[src/rtl/shade_motor_sequencer_if.sv]
// Target handshake and motor/status bundle between the level decoder, the sequencer and the home controller.
// The obstruct sensor line exists only when SHADE_OBSTRUCT_EN is defined.
interface shade_motor_sequencer_if;
  logic [3:0] target;
  logic       target_valid;
  logic       target_ready;
  logic [3:0] position;
  logic       motor_up;
  logic       motor_down;
  logic       busy;
  logic       done;
  logic       fault;
`ifdef SHADE_OBSTRUCT_EN
  logic       obstruct;

  modport master (
    output target, target_valid, obstruct,
    input  target_ready, position, motor_up, motor_down, busy, done, fault
  );

  modport slave (
    input  target, target_valid, obstruct,
    output target_ready, position, motor_up, motor_down, busy, done, fault
  );
`else
  modport master (
    output target, target_valid,
    input  target_ready, position, motor_up, motor_down, busy, done, fault
  );

  modport slave (
    input  target, target_valid,
    output target_ready, position, motor_up, motor_down, busy, done, fault
  );
`endif
endinterface

[src/rtl/shade_motor_sequencer.sv]
// Steps the shade motor one level per STEP_CYCLES toward a latched target, then settles and pulses done.
// Defining SHADE_OBSTRUCT_EN adds the obstruction abort into the FAULT state.
module shade_motor_sequencer #(
  parameter int STEP_CYCLES   = 8,
  parameter int SETTLE_CYCLES = 4
) (
  input  logic                          clk,
  input  logic                          rst,
  shade_motor_sequencer_if.slave        bus
);

  localparam int CMAX = (STEP_CYCLES > SETTLE_CYCLES) ? STEP_CYCLES : SETTLE_CYCLES;
  localparam int CW   = $clog2(CMAX);
  localparam logic [CW-1:0] STEP_LAST   = CW'(STEP_CYCLES - 1);
  localparam logic [CW-1:0] SETTLE_LAST = CW'(SETTLE_CYCLES - 1);
  localparam logic [CW-1:0] CNT_ZERO    = CW'(32'd0);
  localparam logic [CW-1:0] CNT_ONE     = CW'(32'd1);

  typedef enum logic [2:0] {
    ST_IDLE      = 3'd0,
    ST_MOVE_UP   = 3'd1,
    ST_MOVE_DOWN = 3'd2,
    ST_SETTLE    = 3'd3,
    ST_FAULT     = 3'd4
  } state_t;

  state_t        state_r, state_s;
  logic [3:0]    pos_r, pos_s;
  logic [3:0]    tgt_r, tgt_s;
  logic [CW-1:0] cnt_r, cnt_s;
  logic          done_r, done_s;
  logic          fault_r, fault_s;
  logic          busy_r, busy_s;
  logic          ready_r;
  logic          motor_up_r, motor_down_r;
  logic          accept_s;

  // Next-state, step counter and position update
  always_comb begin
    state_s  = state_r;
    pos_s    = pos_r;
    tgt_s    = tgt_r;
    cnt_s    = cnt_r;
    done_s   = 1'b0;
    fault_s  = fault_r;
    accept_s = bus.target_valid && ready_r;
    case (state_r)
      ST_IDLE, ST_FAULT: begin
        if (accept_s) begin
          tgt_s   = bus.target;
          fault_s = 1'b0;
          cnt_s   = CNT_ZERO;
          if (bus.target > pos_r) begin
            state_s = ST_MOVE_UP;
          end else if (bus.target < pos_r) begin
            state_s = ST_MOVE_DOWN;
          end else begin
            state_s = ST_IDLE;
            done_s  = 1'b1;
          end
        end else begin
          state_s = state_r;
        end
      end
      ST_MOVE_UP: begin
`ifdef SHADE_OBSTRUCT_EN
        // An obstruction aborts before the pending step lands, so position keeps the last full step
        if (bus.obstruct) begin
          state_s = ST_FAULT;
          fault_s = 1'b1;
          cnt_s   = CNT_ZERO;
        end else
`endif
        if (cnt_r == STEP_LAST) begin
          pos_s = pos_r + 4'd1;
          cnt_s = CNT_ZERO;
          if (pos_s == tgt_r) begin
            state_s = ST_SETTLE;
          end else begin
            state_s = ST_MOVE_UP;
          end
        end else begin
          cnt_s = cnt_r + CNT_ONE;
        end
      end
      ST_MOVE_DOWN: begin
        if (cnt_r == STEP_LAST) begin
          pos_s = pos_r - 4'd1;
          cnt_s = CNT_ZERO;
          if (pos_s == tgt_r) begin
            state_s = ST_SETTLE;
          end else begin
            state_s = ST_MOVE_DOWN;
          end
        end else begin
          cnt_s = cnt_r + CNT_ONE;
        end
      end
      ST_SETTLE: begin
        if (cnt_r == SETTLE_LAST) begin
          state_s = ST_IDLE;
          done_s  = 1'b1;
          cnt_s   = CNT_ZERO;
        end else begin
          cnt_s = cnt_r + CNT_ONE;
        end
      end
      default: begin
        state_s = ST_IDLE;
        cnt_s   = CNT_ZERO;
      end
    endcase
    busy_s = (state_s == ST_MOVE_UP) || (state_s == ST_MOVE_DOWN) || (state_s == ST_SETTLE);
  end

  // State register and registered output decode
  always_ff @(posedge clk or posedge rst) begin
    if (rst) begin
      state_r      <= ST_IDLE;
      pos_r        <= 4'd0;
      tgt_r        <= 4'd0;
      cnt_r        <= CNT_ZERO;
      done_r       <= 1'b0;
      fault_r      <= 1'b0;
      busy_r       <= 1'b0;
      ready_r      <= 1'b1;
      motor_up_r   <= 1'b0;
      motor_down_r <= 1'b0;
    end else begin
      state_r      <= state_s;
      pos_r        <= pos_s;
      tgt_r        <= tgt_s;
      cnt_r        <= cnt_s;
      done_r       <= done_s;
      fault_r      <= fault_s;
      busy_r       <= busy_s;
      ready_r      <= !busy_s;
      motor_up_r   <= (state_s == ST_MOVE_UP);
      motor_down_r <= (state_s == ST_MOVE_DOWN);
    end
  end

  assign bus.position     = pos_r;
  assign bus.motor_up     = motor_up_r;
  assign bus.motor_down   = motor_down_r;
  assign bus.busy         = busy_r;
  assign bus.target_ready = ready_r;
  assign bus.done         = done_r;
  assign bus.fault        = fault_r;

endmodule

[src/flat_wrapper.sv]
// flat-port wrapper written by rule: the top's interface ports become plain ports
module shade_motor_sequencer_flat 
#(
  parameter int STEP_CYCLES   = 8,
  parameter int SETTLE_CYCLES = 4
)
  (clk, rst, bus_target, bus_target_valid, bus_target_ready, bus_position, bus_motor_up, bus_motor_down, bus_busy, bus_done, bus_fault);
  shade_motor_sequencer_if bus_i ();
  input  logic clk;
  input  logic rst;
  input wire logic [$bits(bus_i.target)-1:0] bus_target;
  input wire logic [$bits(bus_i.target_valid)-1:0] bus_target_valid;
  output wire logic [$bits(bus_i.target_ready)-1:0] bus_target_ready;
  output wire logic [$bits(bus_i.position)-1:0] bus_position;
  output wire logic [$bits(bus_i.motor_up)-1:0] bus_motor_up;
  output wire logic [$bits(bus_i.motor_down)-1:0] bus_motor_down;
  output wire logic [$bits(bus_i.busy)-1:0] bus_busy;
  output wire logic [$bits(bus_i.done)-1:0] bus_done;
  output wire logic [$bits(bus_i.fault)-1:0] bus_fault;
  assign bus_i.target = bus_target;
  assign bus_i.target_valid = bus_target_valid;
  assign bus_target_ready = bus_i.target_ready;
  assign bus_position = bus_i.position;
  assign bus_motor_up = bus_i.motor_up;
  assign bus_motor_down = bus_i.motor_down;
  assign bus_busy = bus_i.busy;
  assign bus_done = bus_i.done;
  assign bus_fault = bus_i.fault;
  shade_motor_sequencer #(.STEP_CYCLES(STEP_CYCLES), .SETTLE_CYCLES(SETTLE_CYCLES)) u_core (.clk(clk), .rst(rst), .bus(bus_i));
endmodule
[config.mk]
export PLATFORM = sky130hd
export DESIGN_NAME = shade_motor_sequencer_flat
export DESIGN_NICKNAME = d
export VERILOG_FILES = /design/src/rtl/shade_motor_sequencer_if.sv /design/src/rtl/shade_motor_sequencer.sv /design/src/flat_wrapper.sv
export SDC_FILE = /design/constraint.sdc
export NUM_CORES = 1
export LEC_CHECK = 0
export BUFFER_PORTS_ARGS = -buffer_cell sky130_fd_sc_hd__clkbuf_2
export CAP_MARGIN = 20
export CORE_AREA = 2 2 65 67
export DETAILED_ROUTE_END_ITERATION = 16
export DIE_AREA = 0 0 67 69
export PLACE_DENSITY = 0.54
export SLEW_MARGIN = 10
export SYNTH_ARGS = -nofsm -noshare
export SYNTH_HDL_FRONTEND = slang
export SYNTH_SLANG_ARGS = --single-unit
[constraint.sdc]
create_clock -name clk -period 2.1 [get_ports clk]
set_input_delay 0.42 -clock clk [delete_from_list [all_inputs] [get_ports clk]]
set_output_delay 0.42 -clock clk [all_outputs]
set_load 0.1 [all_outputs]
==> run summary <==
Max Freq: 0.5308 GHz
Clock skew: 2.844 ps
Synth unique cells: 34
Post-DP HPWL: 1709 microns
Hold_buf cts: 0
Clock root buffer: clkbuf_8
Cts repair resizes: 0
Pin count of the biggest net entering global routing: 20
Crit path max fanout: 7
Register area share after synthesis: 41.91%
Met1 usage: 14.42%
Slowest CP cell: dfrtp_2
Via density: 4.557
#FFs+latches synth: 19
Final hold violations: 0
Pre-Repair DR Iteration Count: 4
Full die area: 4623 sq um
Initial Util: 29.06%
CTS max path bufs: 2
Skew-Pair Late Insertion Delay: 250 ps
CP Launch Type: flop
CP arrival: 2030 ps
Final period utilization: 89.71%
Slew @ Worst Pin: 719.4 ps
Initial DRC count: 16
Clock sink count: 19
Slew headroom: 51.99%
Yosys top cell by area: dfrtp_1
Setup TNS Final: 0 ps
FP Rows: 23
Initial antenna violation count: 0
M3 GR Usage: 1.958%
Final nets: 144
Remaining DRCs: 0
First-pass GRT wire length: 3933 microns
Ys Warns: 0
RSZ-0062 raised after global routing: no
Area fraction of the dominant cell type after synthesis: 39.60%
Max-cap violations: 0
GRT Total Usage: 10.98%
CTS Buf Count: 3
Fin crit period: 1884 ps
Avg WL per Cell: 12.21 microns
Final WL: 2149 microns
Syn nets: 127
Critical path required time: 2250 ps
HP Class: primary input to async pin
Setup-failing EPs final: 0
Slew Viols, Final: 0
Worst hold slack: 253.1 ps
Cell family with most CP delay: simple AND/OR/NAND/NOR gates
Status: finished, final reports clean
Aggregate global routing overflow: 0
Number of fill cells in the layout: 434
Register Area: 481.7 sq um
Core area: 3914 sq um
CTS tree: done
CP endpoint kind: flop
Buffers & Inverters on Critical Path: 1
Placer Congestion: 0.8649
Grt peak-use layer: met2
Io pins: 17
Layout area overhead: 15.07%
Synth top area cells: dfrtp_1 (40%), ha_1 (11%), xnor2_1 (7.7%)
Vias in the first global route: 860
Setup bufs post-CTS: 0
Share of cells above drive strength 1: 23.81%
Cell Chain, Critical Path: inv_1, ha_1, xnor2_1, nand4b_1, nor3_1, a211oi_2, and2_1
Die width: 67 microns
Height of the die: 69 microns
Antenna viol nets, final: 0
Htree depth: 1
Most common cell after layout, fill and taps aside: clkbuf_2
Global-route track usage on met2: 17.16%
Critical path class: flop to flop
Vias: 802
Footprint of the multi-input gates: 605.6 sq um
CP max stage delay: 450 ps
Commonest non-fill, non-tap cells in the layout: clkbuf_2 (15), dfrtp_1 (14), nand2_1 (12)
Synth Instances: 110
Port bufs: 15
Synthesized cell area: 1137 sq um
Post-Syn Area per Cell: 10.34 sq um
Reg clk slew, reported paths: 70 ps
ANT cells: 0
## final cells by class
type | count | share of cell area, %
multi-input cells | 78 | 46.27
flip-flops and latches | 19 | 36.81
repair buffers | 15 | 5.736
well taps | 50 | 4.780
clock buffers | 3 | 3.155
inverters | 10 | 2.868
clock inverters | 1 | 0.3824
## cells by family (layout without fill, tap and decap cells)
kind of cell / count (synthesis) / after routing / share of synthesized area (%)
XOR/XNOR: 13 / 13 / 10.01
AO/OA/AOI/OAI: 14 / 14 / 9.242
multiplexers: 5 / 5 / 4.950
buffers and inverters: 13 / 29 / 4.841
flip-flops: 19 / 19 / 41.91
other: 1 / 1 / 0.3297
AND/OR/NAND/NOR: 35 / 35 / 17.71
adder cells (fa/ha/maj): 10 / 10 / 11.00
## registers in the layout, indices dropped and copies added (netlist names)
register	cells
u_core.bus.position	4
u_core.tgt_r	4
u_core.cnt_r	3
u_core.state_r	3
u_core.bus.busy	1
u_core.bus.done	1
u_core.bus.motor_down	1
u_core.bus.motor_up	1
u_core.bus.target_ready	1
## routing by layer
| layer | share of wire [%] | up-vias |
|---|---|---|
| met5 | 0 | - |
| met1 | 46 | 386 |
| met3 | 4.0 | 2 |
| met4 | 1.1 | 0 |
| li1 | - | 402 |
| met2 | 49 | 12 |
## cell usage after synthesis
| cell type | count |
|---|---|
| nand4_1 | 2 |
| nor3b_2 | 2 |
| nand2_1 | 12 |
| nor2b_1 | 3 |
| dfrtp_1 | 18 |
| a32o_1 | 2 |
| a22o_1 | 1 |
| nor3_1 | 3 |
| o22ai_1 | 1 |
| a21boi_2 | 1 |
| mux2_1 | 5 |
| xnor2_1 | 10 |
| nor2_1 | 2 |
| and2_1 | 2 |
| ha_1 | 10 |
| conb_1 | 1 |
| o21bai_1 | 1 |
| dfstp_2 | 1 |
| buf_4 | 1 |
| a211o_1 | 1 |
| o21ai_1 | 2 |
| nor2_4 | 1 |
| buf_2 | 2 |
| nand4b_1 | 1 |
| a21oi_1 | 2 |
| nand3_1 | 2 |
| and3_1 | 2 |
| nor3b_1 | 1 |
| a211oi_2 | 1 |
| nand2b_1 | 1 |
| o21ai_0 | 2 |
| or2_4 | 1 |
| inv_1 | 10 |
| xor2_1 | 3 |
## worst paths after layout
kind / start / endpoint / slack (ps) / cells past startpoint
min in group clk: bus_target[0] / u_core.tgt_r[0] / 400 / 2
max in group asynchronous: rst / u_core.bus.position[1] / 1350 / 2
max: u_core.bus.position[0] / u_core.bus.motor_down / 220 / 7
max reg2reg: u_core.bus.position[0] / u_core.bus.motor_down / 220 / 7
min reg2reg: u_core.cnt_r[0] / u_core.cnt_r[0] / 490 / 1
min: rst / u_core.tgt_r[3] / 250 / 2
## per-stage QoR
step | worst slack (ps) | cell area (sq um) | util [%] | cells
4_1_cts | 238.9 | 1309 | 33.44 | 176
3_5_place_dp | 257.4 | 1262 | 32.26 | 172
2_1_floorplan | 44.44 | 1142 | - | 110
6_report | 216.0 | 1309 | 33.44 | 176
5_1_grt | 81.28 | 1309 | 33.44 | 176
3_3_place_gp | 269.4 | 1262 | 32.26 | 172
## worst reg2reg max path, cell delays in order, from the launching register on
cell,delay [ps]
dfrtp_2,450
inv_1,90
ha_1,340
xnor2_1,140
nand4b_1,170
nor3_1,290
a211oi_2,120
and2_1,180
Power is not shown: default switching activity piles up to over one toggle a cycle in this logic, so the estimate is an artifact.
